File: src/rtl/aquaflex_flow_sequencer_if.sv
// Host command handshake plus valve-driver outputs of the aquaflex-5a flow sequencer.
interface aquaflex_flow_sequencer_if #(
  parameter int CNT_W = 8
);
  logic             cmd_valid;
  logic             cmd_ready;
  logic [2:0]       cmd_src;
  logic [2:0]       cmd_dst;
  logic [CNT_W-1:0] cmd_vol;
  logic [CNT_W-1:0] cmd_mix;
  logic             abort;
  logic [4:0]       in_sel;
  logic [4:0]       out_sel;
  logic [2:0]       pa_v;
  logic [2:0]       pc_v;
  logic [2:0]       mx_v;
  logic             busy;
  logic             done;
  logic             err;

  modport master (
    output cmd_valid, cmd_src, cmd_dst, cmd_vol, cmd_mix, abort,
    input  cmd_ready, in_sel, out_sel, pa_v, pc_v, mx_v, busy, done, err
  );

  modport slave (
    input  cmd_valid, cmd_src, cmd_dst, cmd_vol, cmd_mix, abort,
    output cmd_ready, in_sel, out_sel, pa_v, pc_v, mx_v, busy, done, err
  );
endinterface

File: src/rtl/aquaflex_flow_sequencer.sv
// Transfer sequencer for the aquaflex-5a switch trees, load/unload pumps and mixer.
// Defining AQUAFLEX_STATUS_CNT_EN adds the op_count / abort_count status outputs.
module aquaflex_flow_sequencer #(
  parameter int PHASE_CYC  = 8,
  parameter int SETTLE_CYC = 16,
  parameter int CNT_W      = 8
) (
  input  logic clk,
  input  logic rst,
  aquaflex_flow_sequencer_if.slave bus
`ifdef AQUAFLEX_STATUS_CNT_EN
  ,
  output logic [15:0] op_count,
  output logic [7:0]  abort_count
`endif
);

  localparam int TMR_MAX = (PHASE_CYC > SETTLE_CYC) ? PHASE_CYC : SETTLE_CYC;
  localparam int TMR_W   = (TMR_MAX > 1) ? $clog2(TMR_MAX) : 1;
  localparam logic [TMR_W-1:0] PHASE_LD  = TMR_W'(PHASE_CYC - 1);
  localparam logic [TMR_W-1:0] SETTLE_LD = TMR_W'(SETTLE_CYC - 1);
  localparam logic [2:0] CLOSED = 3'b111;

  localparam logic [2:0] S_IDLE      = 3'd0;
  localparam logic [2:0] S_ROUTE_IN  = 3'd1;
  localparam logic [2:0] S_LOAD      = 3'd2;
  localparam logic [2:0] S_MIX       = 3'd3;
  localparam logic [2:0] S_ROUTE_OUT = 3'd4;
  localparam logic [2:0] S_UNLOAD    = 3'd5;
  localparam logic [2:0] S_DONE      = 3'd6;

  // Peristaltic valve pattern for step 0..5 of one stroke (1 = closed).
  function automatic logic [2:0] step_pattern(input logic [2:0] step);
    case (step)
      3'd0:    step_pattern = 3'b100;
      3'd1:    step_pattern = 3'b110;
      3'd2:    step_pattern = 3'b010;
      3'd3:    step_pattern = 3'b011;
      3'd4:    step_pattern = 3'b001;
      3'd5:    step_pattern = 3'b101;
      default: step_pattern = CLOSED;
    endcase
  endfunction

  logic [2:0]       state_q, state_d;
  logic [TMR_W-1:0] tmr_q, tmr_d;
  logic [2:0]       step_q, step_d;
  logic [CNT_W-1:0] stroke_q, stroke_d;
  logic [2:0]       src_q, src_d, dst_q, dst_d;
  logic [CNT_W-1:0] vol_q, vol_d, mix_q, mix_d;
  logic [4:0]       in_sel_q, in_sel_d, out_sel_q, out_sel_d;
  logic [2:0]       pa_v_q, pa_v_d, pc_v_q, pc_v_d, mx_v_q, mx_v_d;
  logic             done_q, done_d, err_q, err_d;

  logic             accept, bad_cmd, abort_hit, tmr_zero, pump_end;
  logic [CNT_W-1:0] pump_cnt;

  assign accept    = bus.cmd_valid && (state_q == S_IDLE);
  assign bad_cmd   = (bus.cmd_src > 3'd4) || (bus.cmd_dst > 3'd4);
  assign abort_hit = bus.abort && (state_q != S_IDLE);
  assign tmr_zero  = (tmr_q == '0);
  assign pump_cnt  = (state_q == S_MIX) ? mix_q : vol_q;
  // Pump states are only entered with a nonzero count, so count-1 never wraps.
  assign pump_end  = tmr_zero && (step_q == 3'd5) && (stroke_q == pump_cnt - CNT_W'(1));

  always_comb begin
    // NOTE: every always_comb output gets a default first so no path can infer a latch.
    state_d  = state_q;
    tmr_d    = tmr_q;
    step_d   = step_q;
    stroke_d = stroke_q;
    src_d    = src_q;
    dst_d    = dst_q;
    vol_d    = vol_q;
    mix_d    = mix_q;
    err_d    = 1'b0;

    case (state_q)
      S_IDLE: if (accept) begin
        src_d = bus.cmd_src;
        dst_d = bus.cmd_dst;
        vol_d = bus.cmd_vol;
        mix_d = bus.cmd_mix;
        if (bad_cmd) err_d = 1'b1;
        else         state_d = S_ROUTE_IN;
      end
      S_ROUTE_IN: if (tmr_zero)
        state_d = (vol_q != '0) ? S_LOAD : ((mix_q != '0) ? S_MIX : S_ROUTE_OUT);
      S_LOAD: if (pump_end)
        state_d = (mix_q != '0) ? S_MIX : S_ROUTE_OUT;
      S_MIX: if (pump_end)
        state_d = S_ROUTE_OUT;
      S_ROUTE_OUT: if (tmr_zero)
        state_d = (vol_q != '0) ? S_UNLOAD : S_DONE;
      S_UNLOAD: if (pump_end)
        state_d = S_DONE;
      S_DONE:  state_d = S_IDLE;
      default: state_d = S_IDLE;
    endcase

    if (abort_hit) state_d = S_IDLE;

    // Entering any state restarts its timing from step 0 of stroke 0.
    if (state_d != state_q) begin
      tmr_d    = ((state_d == S_ROUTE_IN) || (state_d == S_ROUTE_OUT)) ? SETTLE_LD : PHASE_LD;
      step_d   = 3'd0;
      stroke_d = '0;
    end else if (!tmr_zero) begin
      tmr_d = tmr_q - TMR_W'(1);
    end else if ((state_q == S_LOAD) || (state_q == S_MIX) || (state_q == S_UNLOAD)) begin
      tmr_d = PHASE_LD;
      if (step_q == 3'd5) begin
        step_d   = 3'd0;
        stroke_d = stroke_q + CNT_W'(1);
      end else begin
        step_d = step_q + 3'd1;
      end
    end
  end

  // Valve drives are decoded from the current state and registered, giving glitch-free pneumatic outputs.
  always_comb begin
    in_sel_d  = '0;
    out_sel_d = '0;
    pa_v_d    = CLOSED;
    pc_v_d    = CLOSED;
    mx_v_d    = CLOSED;
    done_d    = (state_q == S_DONE);
    case (state_q)
      S_ROUTE_IN:  in_sel_d = 5'b00001 << src_q;
      S_LOAD: begin
        in_sel_d = 5'b00001 << src_q;
        pa_v_d   = step_pattern(step_q);
      end
      S_MIX:       mx_v_d = step_pattern(step_q);
      S_ROUTE_OUT: out_sel_d = 5'b00001 << dst_q;
      S_UNLOAD: begin
        out_sel_d = 5'b00001 << dst_q;
        pc_v_d    = step_pattern(step_q);
      end
      default: ;
    endcase
    if (abort_hit) begin
      in_sel_d  = '0;
      out_sel_d = '0;
      pa_v_d    = CLOSED;
      pc_v_d    = CLOSED;
      mx_v_d    = CLOSED;
      done_d    = 1'b0;
    end
  end

  always_ff @(posedge clk or posedge rst) begin
    if (rst) begin
      state_q   <= S_IDLE;
      tmr_q     <= '0;
      step_q    <= '0;
      stroke_q  <= '0;
      // NOTE: the latched command fields are plain registers, so resetting them is cheap and keeps state deterministic.
      src_q     <= '0;
      dst_q     <= '0;
      vol_q     <= '0;
      mix_q     <= '0;
      in_sel_q  <= '0;
      out_sel_q <= '0;
      pa_v_q    <= CLOSED;
      pc_v_q    <= CLOSED;
      mx_v_q    <= CLOSED;
      done_q    <= 1'b0;
      err_q     <= 1'b0;
    end else begin
      // NOTE: non-blocking assignments so every flop samples the pre-edge value of its peers.
      state_q   <= state_d;
      tmr_q     <= tmr_d;
      step_q    <= step_d;
      stroke_q  <= stroke_d;
      src_q     <= src_d;
      dst_q     <= dst_d;
      vol_q     <= vol_d;
      mix_q     <= mix_d;
      in_sel_q  <= in_sel_d;
      out_sel_q <= out_sel_d;
      pa_v_q    <= pa_v_d;
      pc_v_q    <= pc_v_d;
      mx_v_q    <= mx_v_d;
      done_q    <= done_d;
      err_q     <= err_d;
    end
  end

  assign bus.cmd_ready = (state_q == S_IDLE);
  assign bus.busy      = (state_q != S_IDLE);
  assign bus.in_sel    = in_sel_q;
  assign bus.out_sel   = out_sel_q;
  assign bus.pa_v      = pa_v_q;
  assign bus.pc_v      = pc_v_q;
  assign bus.mx_v      = mx_v_q;
  assign bus.done      = done_q;
  assign bus.err       = err_q;

`ifdef AQUAFLEX_STATUS_CNT_EN
  logic [15:0] op_count_q, op_count_d;
  logic [7:0]  abort_count_q, abort_count_d;

  always_comb begin
    op_count_d    = op_count_q;
    abort_count_d = abort_count_q;
    if (done_q && (op_count_q != 16'hFFFF))     op_count_d    = op_count_q + 16'd1;
    if (abort_hit && (abort_count_q != 8'hFF))  abort_count_d = abort_count_q + 8'd1;
  end

  always_ff @(posedge clk or posedge rst) begin
    if (rst) begin
      op_count_q    <= '0;
      abort_count_q <= '0;
    end else begin
      op_count_q    <= op_count_d;
      abort_count_q <= abort_count_d;
    end
  end

  assign op_count    = op_count_q;
  assign abort_count = abort_count_q;
`endif

endmodule
File: src/flat_wrapper.sv
// flat-port wrapper written by rule: the top's interface ports become plain ports
module aquaflex_flow_sequencer_flat 
#(
  parameter int PHASE_CYC  = 8,
  parameter int SETTLE_CYC = 16,
  parameter int CNT_W      = 8
)
  (clk, rst, bus_cmd_valid, bus_cmd_src, bus_cmd_dst, bus_cmd_vol, bus_cmd_mix, bus_abort, bus_cmd_ready, bus_in_sel, bus_out_sel, bus_pa_v, bus_pc_v, bus_mx_v, bus_busy, bus_done, bus_err);
  aquaflex_flow_sequencer_if #(.CNT_W(CNT_W)) bus_i ();
  input  logic clk;
  input  logic rst;
  input wire logic [$bits(bus_i.cmd_valid)-1:0] bus_cmd_valid;
  input wire logic [$bits(bus_i.cmd_src)-1:0] bus_cmd_src;
  input wire logic [$bits(bus_i.cmd_dst)-1:0] bus_cmd_dst;
  input wire logic [$bits(bus_i.cmd_vol)-1:0] bus_cmd_vol;
  input wire logic [$bits(bus_i.cmd_mix)-1:0] bus_cmd_mix;
  input wire logic [$bits(bus_i.abort)-1:0] bus_abort;
  output wire logic [$bits(bus_i.cmd_ready)-1:0] bus_cmd_ready;
  output wire logic [$bits(bus_i.in_sel)-1:0] bus_in_sel;
  output wire logic [$bits(bus_i.out_sel)-1:0] bus_out_sel;
  output wire logic [$bits(bus_i.pa_v)-1:0] bus_pa_v;
  output wire logic [$bits(bus_i.pc_v)-1:0] bus_pc_v;
  output wire logic [$bits(bus_i.mx_v)-1:0] bus_mx_v;
  output wire logic [$bits(bus_i.busy)-1:0] bus_busy;
  output wire logic [$bits(bus_i.done)-1:0] bus_done;
  output wire logic [$bits(bus_i.err)-1:0] bus_err;
  assign bus_i.cmd_valid = bus_cmd_valid;
  assign bus_i.cmd_src = bus_cmd_src;
  assign bus_i.cmd_dst = bus_cmd_dst;
  assign bus_i.cmd_vol = bus_cmd_vol;
  assign bus_i.cmd_mix = bus_cmd_mix;
  assign bus_i.abort = bus_abort;
  assign bus_cmd_ready = bus_i.cmd_ready;
  assign bus_in_sel = bus_i.in_sel;
  assign bus_out_sel = bus_i.out_sel;
  assign bus_pa_v = bus_i.pa_v;
  assign bus_pc_v = bus_i.pc_v;
  assign bus_mx_v = bus_i.mx_v;
  assign bus_busy = bus_i.busy;
  assign bus_done = bus_i.done;
  assign bus_err = bus_i.err;
  aquaflex_flow_sequencer #(.PHASE_CYC(PHASE_CYC), .SETTLE_CYC(SETTLE_CYC), .CNT_W(CNT_W)) u_core (.clk(clk), .rst(rst), .bus(bus_i));
endmodule
File: config.mk
export PLATFORM = sky130hd
export DESIGN_NAME = aquaflex_flow_sequencer_flat
export DESIGN_NICKNAME = d
export VERILOG_FILES = /design/src/rtl/aquaflex_flow_sequencer_if.sv /design/src/rtl/aquaflex_flow_sequencer.sv /design/src/flat_wrapper.sv
export SDC_FILE = /design/constraint.sdc
export NUM_CORES = 1
export LEC_CHECK = 0
export CAP_MARGIN = 10
export CORE_ASPECT_RATIO = 1.5
export CORE_MARGIN = 3
export CORE_UTILIZATION = 45
export DETAILED_ROUTE_END_ITERATION = 10
export MAX_ROUTING_LAYER = met4
export PLACE_DENSITY = 0.68
export SYNTH_ARGS = -nofsm -noshare
export SYNTH_HDL_FRONTEND = slang
export SYNTH_SLANG_ARGS = --single-unit
export TNS_END_PERCENT = 30
File: constraint.sdc
create_clock -name clk -period 4.15 [get_ports clk]
set_input_delay 0.83 -clock clk [delete_from_list [all_inputs] [get_ports clk]]
set_output_delay 0.83 -clock clk [all_outputs]
set_load 0.02 [all_outputs]
=== After elaboration in Yosys (flattened, before gate mapping) ===
Cells that the tools add are included.

* Add/sub/neg operators: 4
* $lt $le $gt $ge: 2
* Equality and inequality tests: 16
* Shift-type cells: 2
* Multiplexer cells: 40
* Reductions and logical operators: 22

{| class="wikitable"
|+ Operators by type and width
! kind !! count
|-
| 3-bit 2-to-1 mux || 20
|-
| 8-bit 2-to-1 mux || 5
|-
| 3-bit case mux with 6 select lines || 2
|-
| 5-bit 2-to-1 mux || 4
|-
| 3-bit == test (second input constant) || 6
|-
| 4-bit 2-to-1 mux || 4
|-
| 8-bit nonzero test || 2
|-
| 3-bit by 2-bit == test with 1-bit output (second input constant) || 4
|-
| 1-bit by 3-bit left shift with 5-bit output (first input constant) || 2
|-
| 3-bit by 1-bit == test with 1-bit output (second input constant) || 3
|-
| 8-bit by 1-bit adder with 8-bit output (second input constant) || 1
|-
| 8-bit == test || 1
|-
| 8-bit by 1-bit subtractor with 8-bit output (second input constant) || 1
|-
| 3-bit greater-than comparator (second input constant) || 2
|-
| 3-bit logical NOT || 2
|-
| 2-bit nonzero test || 3
|-
| 1-bit logical AND || 4
|-
| 4-bit logical NOT || 1
|-
| 1-bit logical OR || 4
|-
| 1-bit 2-to-1 mux || 4
|-
| 2-bit AND reduction || 2
|-
| 2-bit OR reduction || 2
|-
| 4-bit by 1-bit subtractor with 4-bit output (second input constant) || 1
|-
| 3-bit by 1-bit adder with 3-bit output (second input constant) || 1
|-
| 5 further kinds || 5
|}

* Bits in registers: 61
* Input port bits: 26
* Output and inout port bits: 23
* Word-level logic and storage cells: 101

=== Depth between registers and ports, before layout ===
* Depth after elaboration: 12
* Gate-level depth with buffers: 14
* Gate-level depth less buffers: 11

=== Least setup slack after synthesis ===
OpenSTA, ideal clock, no wires.

* Kind: flip-flop to flip-flop
* Start point: register u_core.state_q[2]
* End point: register u_core.stroke_q[5]
* Library setup time: 119 ps
* Arrival: 3287 ps
* Data required time: 4031 ps
* Path slack: 744 ps
* Stages on the path, launching flop included: 13
* Path buffers: 2
* Period minus slack after synthesis: 3406 ps
* Path through: dfrtp_1 and3b_1 buf_2 mux2i_1 ha_1 xnor2_1 nor3_1 nand3_1 or4_4 a22o_1 o32a_1 buf_2 and2_1

* Word-level cells in the longest chain between the ends: 11
* Elaborated cells between the ends (all ways): 30
* Classes of those cells: add/sub: 1; eq/ne: 7; mux: 11; reduce/logical: 11

{| class="wikitable"
|+ RTL lines
! what !! line !! RTL
|-
| start: declaration || aquaflex_flow_sequencer.sv:45 || <nowiki>logic [2:0] state_q, state_d;</nowiki>
|-
| start signal: assignment || aquaflex_flow_sequencer.sv:173 || <nowiki>state_q <= state_d;</nowiki>
|-
| 3-bit by 2-bit == test with 1-bit output || aquaflex_flow_sequencer.sv:62, aquaflex_flow_sequencer.sv:78, aquaflex_flow_sequencer.sv:110 ||
|-
| 8-bit 2-to-1 mux || aquaflex_flow_sequencer.sv:62 || <nowiki>assign pump_cnt = (state_q == S_MIX) ? mix_q : vol_q;</nowiki>
|-
| 8-bit by 1-bit subtractor with 8-bit output || aquaflex_flow_sequencer.sv:64 || <nowiki>assign pump_end = tmr_zero && (step_q == 3'd5) && (stroke_q == pump_cnt - CNT_W'(1));</nowiki>
|-
| 8-bit == test || aquaflex_flow_sequencer.sv:64 ||
|-
| 1-bit logical AND || aquaflex_flow_sequencer.sv:64 ||
|-
| 3-bit 2-to-1 mux (on tied branches) || aquaflex_flow_sequencer.sv:95, aquaflex_flow_sequencer.sv:89, aquaflex_flow_sequencer.sv:91 ||
|-
| 3-bit case mux with 6 select lines || aquaflex_flow_sequencer.sv:78 || <nowiki>case (state_q)</nowiki>
|-
| 3-bit 2-to-1 mux || aquaflex_flow_sequencer.sv:101 || <nowiki>if (abort_hit) state_d = S_IDLE;</nowiki>
|-
| 3-bit inequality test || aquaflex_flow_sequencer.sv:104 || <nowiki>if (state_d != state_q) begin</nowiki>
|-
| 2-bit nonzero test (no line) || - ||
|-
| 3-bit AND reduction (no line) || - ||
|-
| end signal: assignment || aquaflex_flow_sequencer.sv:176 || <nowiki>stroke_q <= stroke_d;</nowiki>
|-
| end: declaration || aquaflex_flow_sequencer.sv:48 || <nowiki>logic [CNT_W-1:0] stroke_q, stroke_d;</nowiki>
|}

Several ways; a longest one is shown, not always the timed one.
A chain may end at the register's enable or synchronous reset.

=== Worst setup path in the final report ===
* Start point: register u_core.state_q[0]
* End point: register u_core.tmr_q[3]

* Word-level cells in the longest chain between the ends: 12
* Elaborated cells between the ends (all ways): 31
* Classes of those cells: add/sub: 1; eq/ne: 10; mux: 12; reduce/logical: 8

{| class="wikitable"
|+ RTL lines
! what !! line !! RTL
|-
| 3-bit by 2-bit == test with 1-bit output || aquaflex_flow_sequencer.sv:62, aquaflex_flow_sequencer.sv:78, aquaflex_flow_sequencer.sv:110 ||
|-
| 8-bit 2-to-1 mux || aquaflex_flow_sequencer.sv:62 ||
|-
| 8-bit by 1-bit subtractor with 8-bit output || aquaflex_flow_sequencer.sv:64 ||
|-
| 8-bit == test || aquaflex_flow_sequencer.sv:64 ||
|-
| 1-bit logical AND || aquaflex_flow_sequencer.sv:64 ||
|-
| 3-bit 2-to-1 mux (on tied branches) || aquaflex_flow_sequencer.sv:95, aquaflex_flow_sequencer.sv:89, aquaflex_flow_sequencer.sv:91 ||
|-
| 3-bit case mux with 6 select lines || aquaflex_flow_sequencer.sv:78 ||
|-
| 3-bit 2-to-1 mux || aquaflex_flow_sequencer.sv:101 ||
|-
| 3-bit by 1-bit == test with 1-bit output or 3-bit == test (tied branches) || aquaflex_flow_sequencer.sv:105 || <nowiki>tmr_d = ((state_d == S_ROUTE_IN) || (state_d == S_ROUTE_OUT)) ? SETTLE_LD : PHASE_LD;</nowiki>
|-
| 1-bit logical OR || aquaflex_flow_sequencer.sv:105 ||
|-
| 4-bit 2-to-1 mux || aquaflex_flow_sequencer.sv:105 ||
|-
| 4-bit 2-to-1 mux || aquaflex_flow_sequencer.sv:104 ||
|-
| end signal: assignment || aquaflex_flow_sequencer.sv:174 || <nowiki>tmr_q <= tmr_d;</nowiki>
|-
| end: declaration || aquaflex_flow_sequencer.sv:46 || <nowiki>logic [TMR_W-1:0] tmr_q, tmr_d;</nowiki>
|}

Several ways; a longest one is shown, not always the timed one.

==> impl_metrics.yaml <==
logic_synthesis:
  synth_nets: 405
  yosys-top-cells-area: "dfrtp_1, nand2_1, dfstp_2"
  seq_area_frac_synth: 0.4567
  yosys_warnings: 0
  synth_seq_cells: 61
  syn_inst: 375
  synthFlopType: "dfrtp_1"
  synth_top_area_share: 0.3865
  async_flop_share: 1.000
  ys_types: 54
  synth.avg_cell_area_um2: 8.979
  synth_top_area_cell: "dfrtp_1"
  synth_edf_count: 0
  syn_area_um2: 3367
critical_path:
  reg2reg_slack_ps: 420
  reg2regPathDepth: 11
  critPathLaunch: "u_core.state_q[0]"
  cp.required_ps: 4400
  cp_top_family: "compound AO/OA/AOI/OAI gates"
  worst-path-max-fanout: 16
  cp.arrival_ps: 3980
  rr_endpoint: "u_core.tmr_q[3]"
  cpMaxStageDelayCell: "dfrtp_1"
  critPathBufInv: 1
  cp-end-kind: "flip-flop"
  cp_num_cells: 11
  start_kind: "flip-flop"
  path_cells: "and3b_1 -> buf_4 -> mux2i_1 -> ha_1 -> xnor2_1 -> nor3_1 -> nand3_1 -> or4_4 -> a22o_1 -> o32a_1 -> o41ai_2"
  path_class: "flip-flop to flip-flop"
  r2r-start: "u_core.state_q[0]"
  max_stage_delay_ps: 640
  endpoint: "u_core.tmr_q[3]"
sta:
  rsz0062_at_grt: "false"
  worst_pin_slew_ps: 1042
  finalClockSkew_ps: 8.130
  setup_viol: 0
  max_freq_mhz: 267.8
  whs_ps: 495.3
  final-hold-violation-count: 0
  post-route-period-util: 0.8997
  finalSetupTns_ps: 0
  min_period_ps: 3734
  maxSlewHeadroom: 0.3047
  final_max_slew_viol_count: 0
cells_and_area:
  fin_util: 0.5731
  fin_nets: 456
  diodes: 0
  syn_to_final_growth_pct: 23.82
  drive_above_1_share: 0.09977
power:
  peakVddDrop_mv: 0.3735
  powerDensity_nw_per_um2: 540.6
  leakage_nw: 1.826
  total_power_w: 0.002254
clocking:
  cts_tree: "done"
  cts_made_buffers: 9
  clk_path_buf_depth: 2
  clkTransAtPathRegs_ps: 70
  postCtsSetupRepairBufs: 0
  clkLatencyLatePin_ps: 350
  ctsHtreeMaxLevel: 3
  postCtsResizedCells: 0
  postCtsHoldBufs: 0
  cts_sinks: 61
  cts_root_buffer: "clkbuf_8"
global_route:
  overflow: 0
  grt_pass1_vias: 2759
  grt_max_degree: 34
  grt_use_total: 0.1962
  antenna_found_initial: 0
  grt_first_pass_wirelength_um: 13020
outcome:
  status: "complete, no violations"
die:
  die_y_um: 111.9
  core_um2: 7274
  io_pins: 49
  dieArea_um2: 8577
  rows: 38
  start_util: 0.4628
  die_w_um: 76.63
route:
  routed_wl_um: 7374
  num_vias: 2847
  wl_per_cell_um: 13.89
  antenna_left: 0
  drt_iter0_markers: 106
  viasPerCell: 5.362
  drc_errors: 0
  drtPass1Iterations: 4
worst_hold_path:
  min_path_type: "flip-flop to flip-flop"
  min_from: "u_core.dst_q[1]"
job:
  cap_violations: 0
placed_design:
  io_buffer_count: 48
  gp_congestion: 0.8774
  hpwlAfterDp_um: 5527
worst min path at each step:
stage	endpoint	slack (ps)	depth (start not counted)
after global routing	u_core.bus.out_sel[1]	530	1
after global placement	u_core.bus.out_sel[1]	490	1
after CTS	u_core.bus.out_sel[1]	500	1
after floorplan	u_core.bus.out_sel[1]	450	1
final	u_core.bus.out_sel[1]	500	1
after detailed placement	u_core.bus.out_sel[1]	490	1
logic make-up after synthesis:
family,count (synthesis),share of synthesized area
multiplexers,11,0.03345
adder cells (fa/ha/maj),4,0.01486
XOR/XNOR,17,0.04422
flip-flops,61,0.4567
buffers and inverters,22,0.02564
AND/OR/NAND/NOR,209,0.3162
AO/OA/AOI/OAI,51,0.1089
registers in the layout, summed over array words and instances, names as in the netlist:
register,flops
u_core.dst_q,3
u_core.step_q,3
u_core.bus.err,1
u_core.bus.pa_v,3
u_core.bus.in_sel,5
u_core.stroke_q,8
u_core.bus.mx_v,3
u_core.bus.done,1
u_core.src_q,3
u_core.bus.pc_v,3
u_core.vol_q,8
u_core.tmr_q,4
u_core.mix_q,8
u_core.state_q,3
u_core.bus.out_sel,5
layer usage:
metal	routed length, um	up-vias	GRT usage
li1	-	1406	-
met1	3204	1344	0.2360
met3	300	14	0.04369
met4	182	0	0.09069
met5	0	-	-
met2	3687	83	0.3136
synth_stat cells (all sizes together), types with 8 or more instances:
cell / number
or3: 9
nand2b: 11
nand2: 91
inv: 9
a21oi: 8
o21ai: 13
clkbuf: 10
nor2: 23
xnor2: 11
nor3: 12
dfrtp: 52
dfstp: 9
mux2i: 9
and2: 13
worst register-to-register path, cell delays in order (launching register included):
cell     delay [ps]
dfrtp_1         640
and3b_1         280
buf_4           210
mux2i_1         220
ha_1            260
xnor2_1         160
nor3_1          200
nand3_1         110
or4_4           460
a22o_1          200
o32a_1          530
o41ai_2         370
area by class of cell:
type / instances / area [um^2]
clock buffers: 13 / 168.9
fillers: 654 / 3105
inverters: 9 / 33.78
flip-flops and latches: 61 / 1538
well taps: 100 / 125.1
clock inverters: 3 / 42.54
repair buffers: 53 / 518.0
multi-input cells: 292 / 1743
cells in the final DEF (no fill, tap or decap), types with 11 or more instances in the layout:
master	count
clkbuf_8	12
nand2b_1	11
clkdlybuf4s50_1	48
xnor2_1	11
nor3_1	12
nor2_1	23
dfrtp_1	52
and2_1	12
nand2_1	91
o21ai_0	13
report_power, final:
group / switching, W / internal [W] / total (W)
combinational: 0.000422 / 0.000350 / 0.000772
clock: 0.000229 / 0.000326 / 0.000555
sequential: 0.000194 / 0.000733 / 0.000927
total: 0.000845 / 0.00141 / 0.00225
per-stage QoR:
step	std cells	area [um^2]	setup WS, ps
floorplan	375	3367	744.3
global placement	515	3958	578.1
detailed placement	515	3958	444.8
CTS	531	4169	409.0
global route	531	4169	133.3
finish	531	4169	416.2
Power figures use the tool's default switching activity.
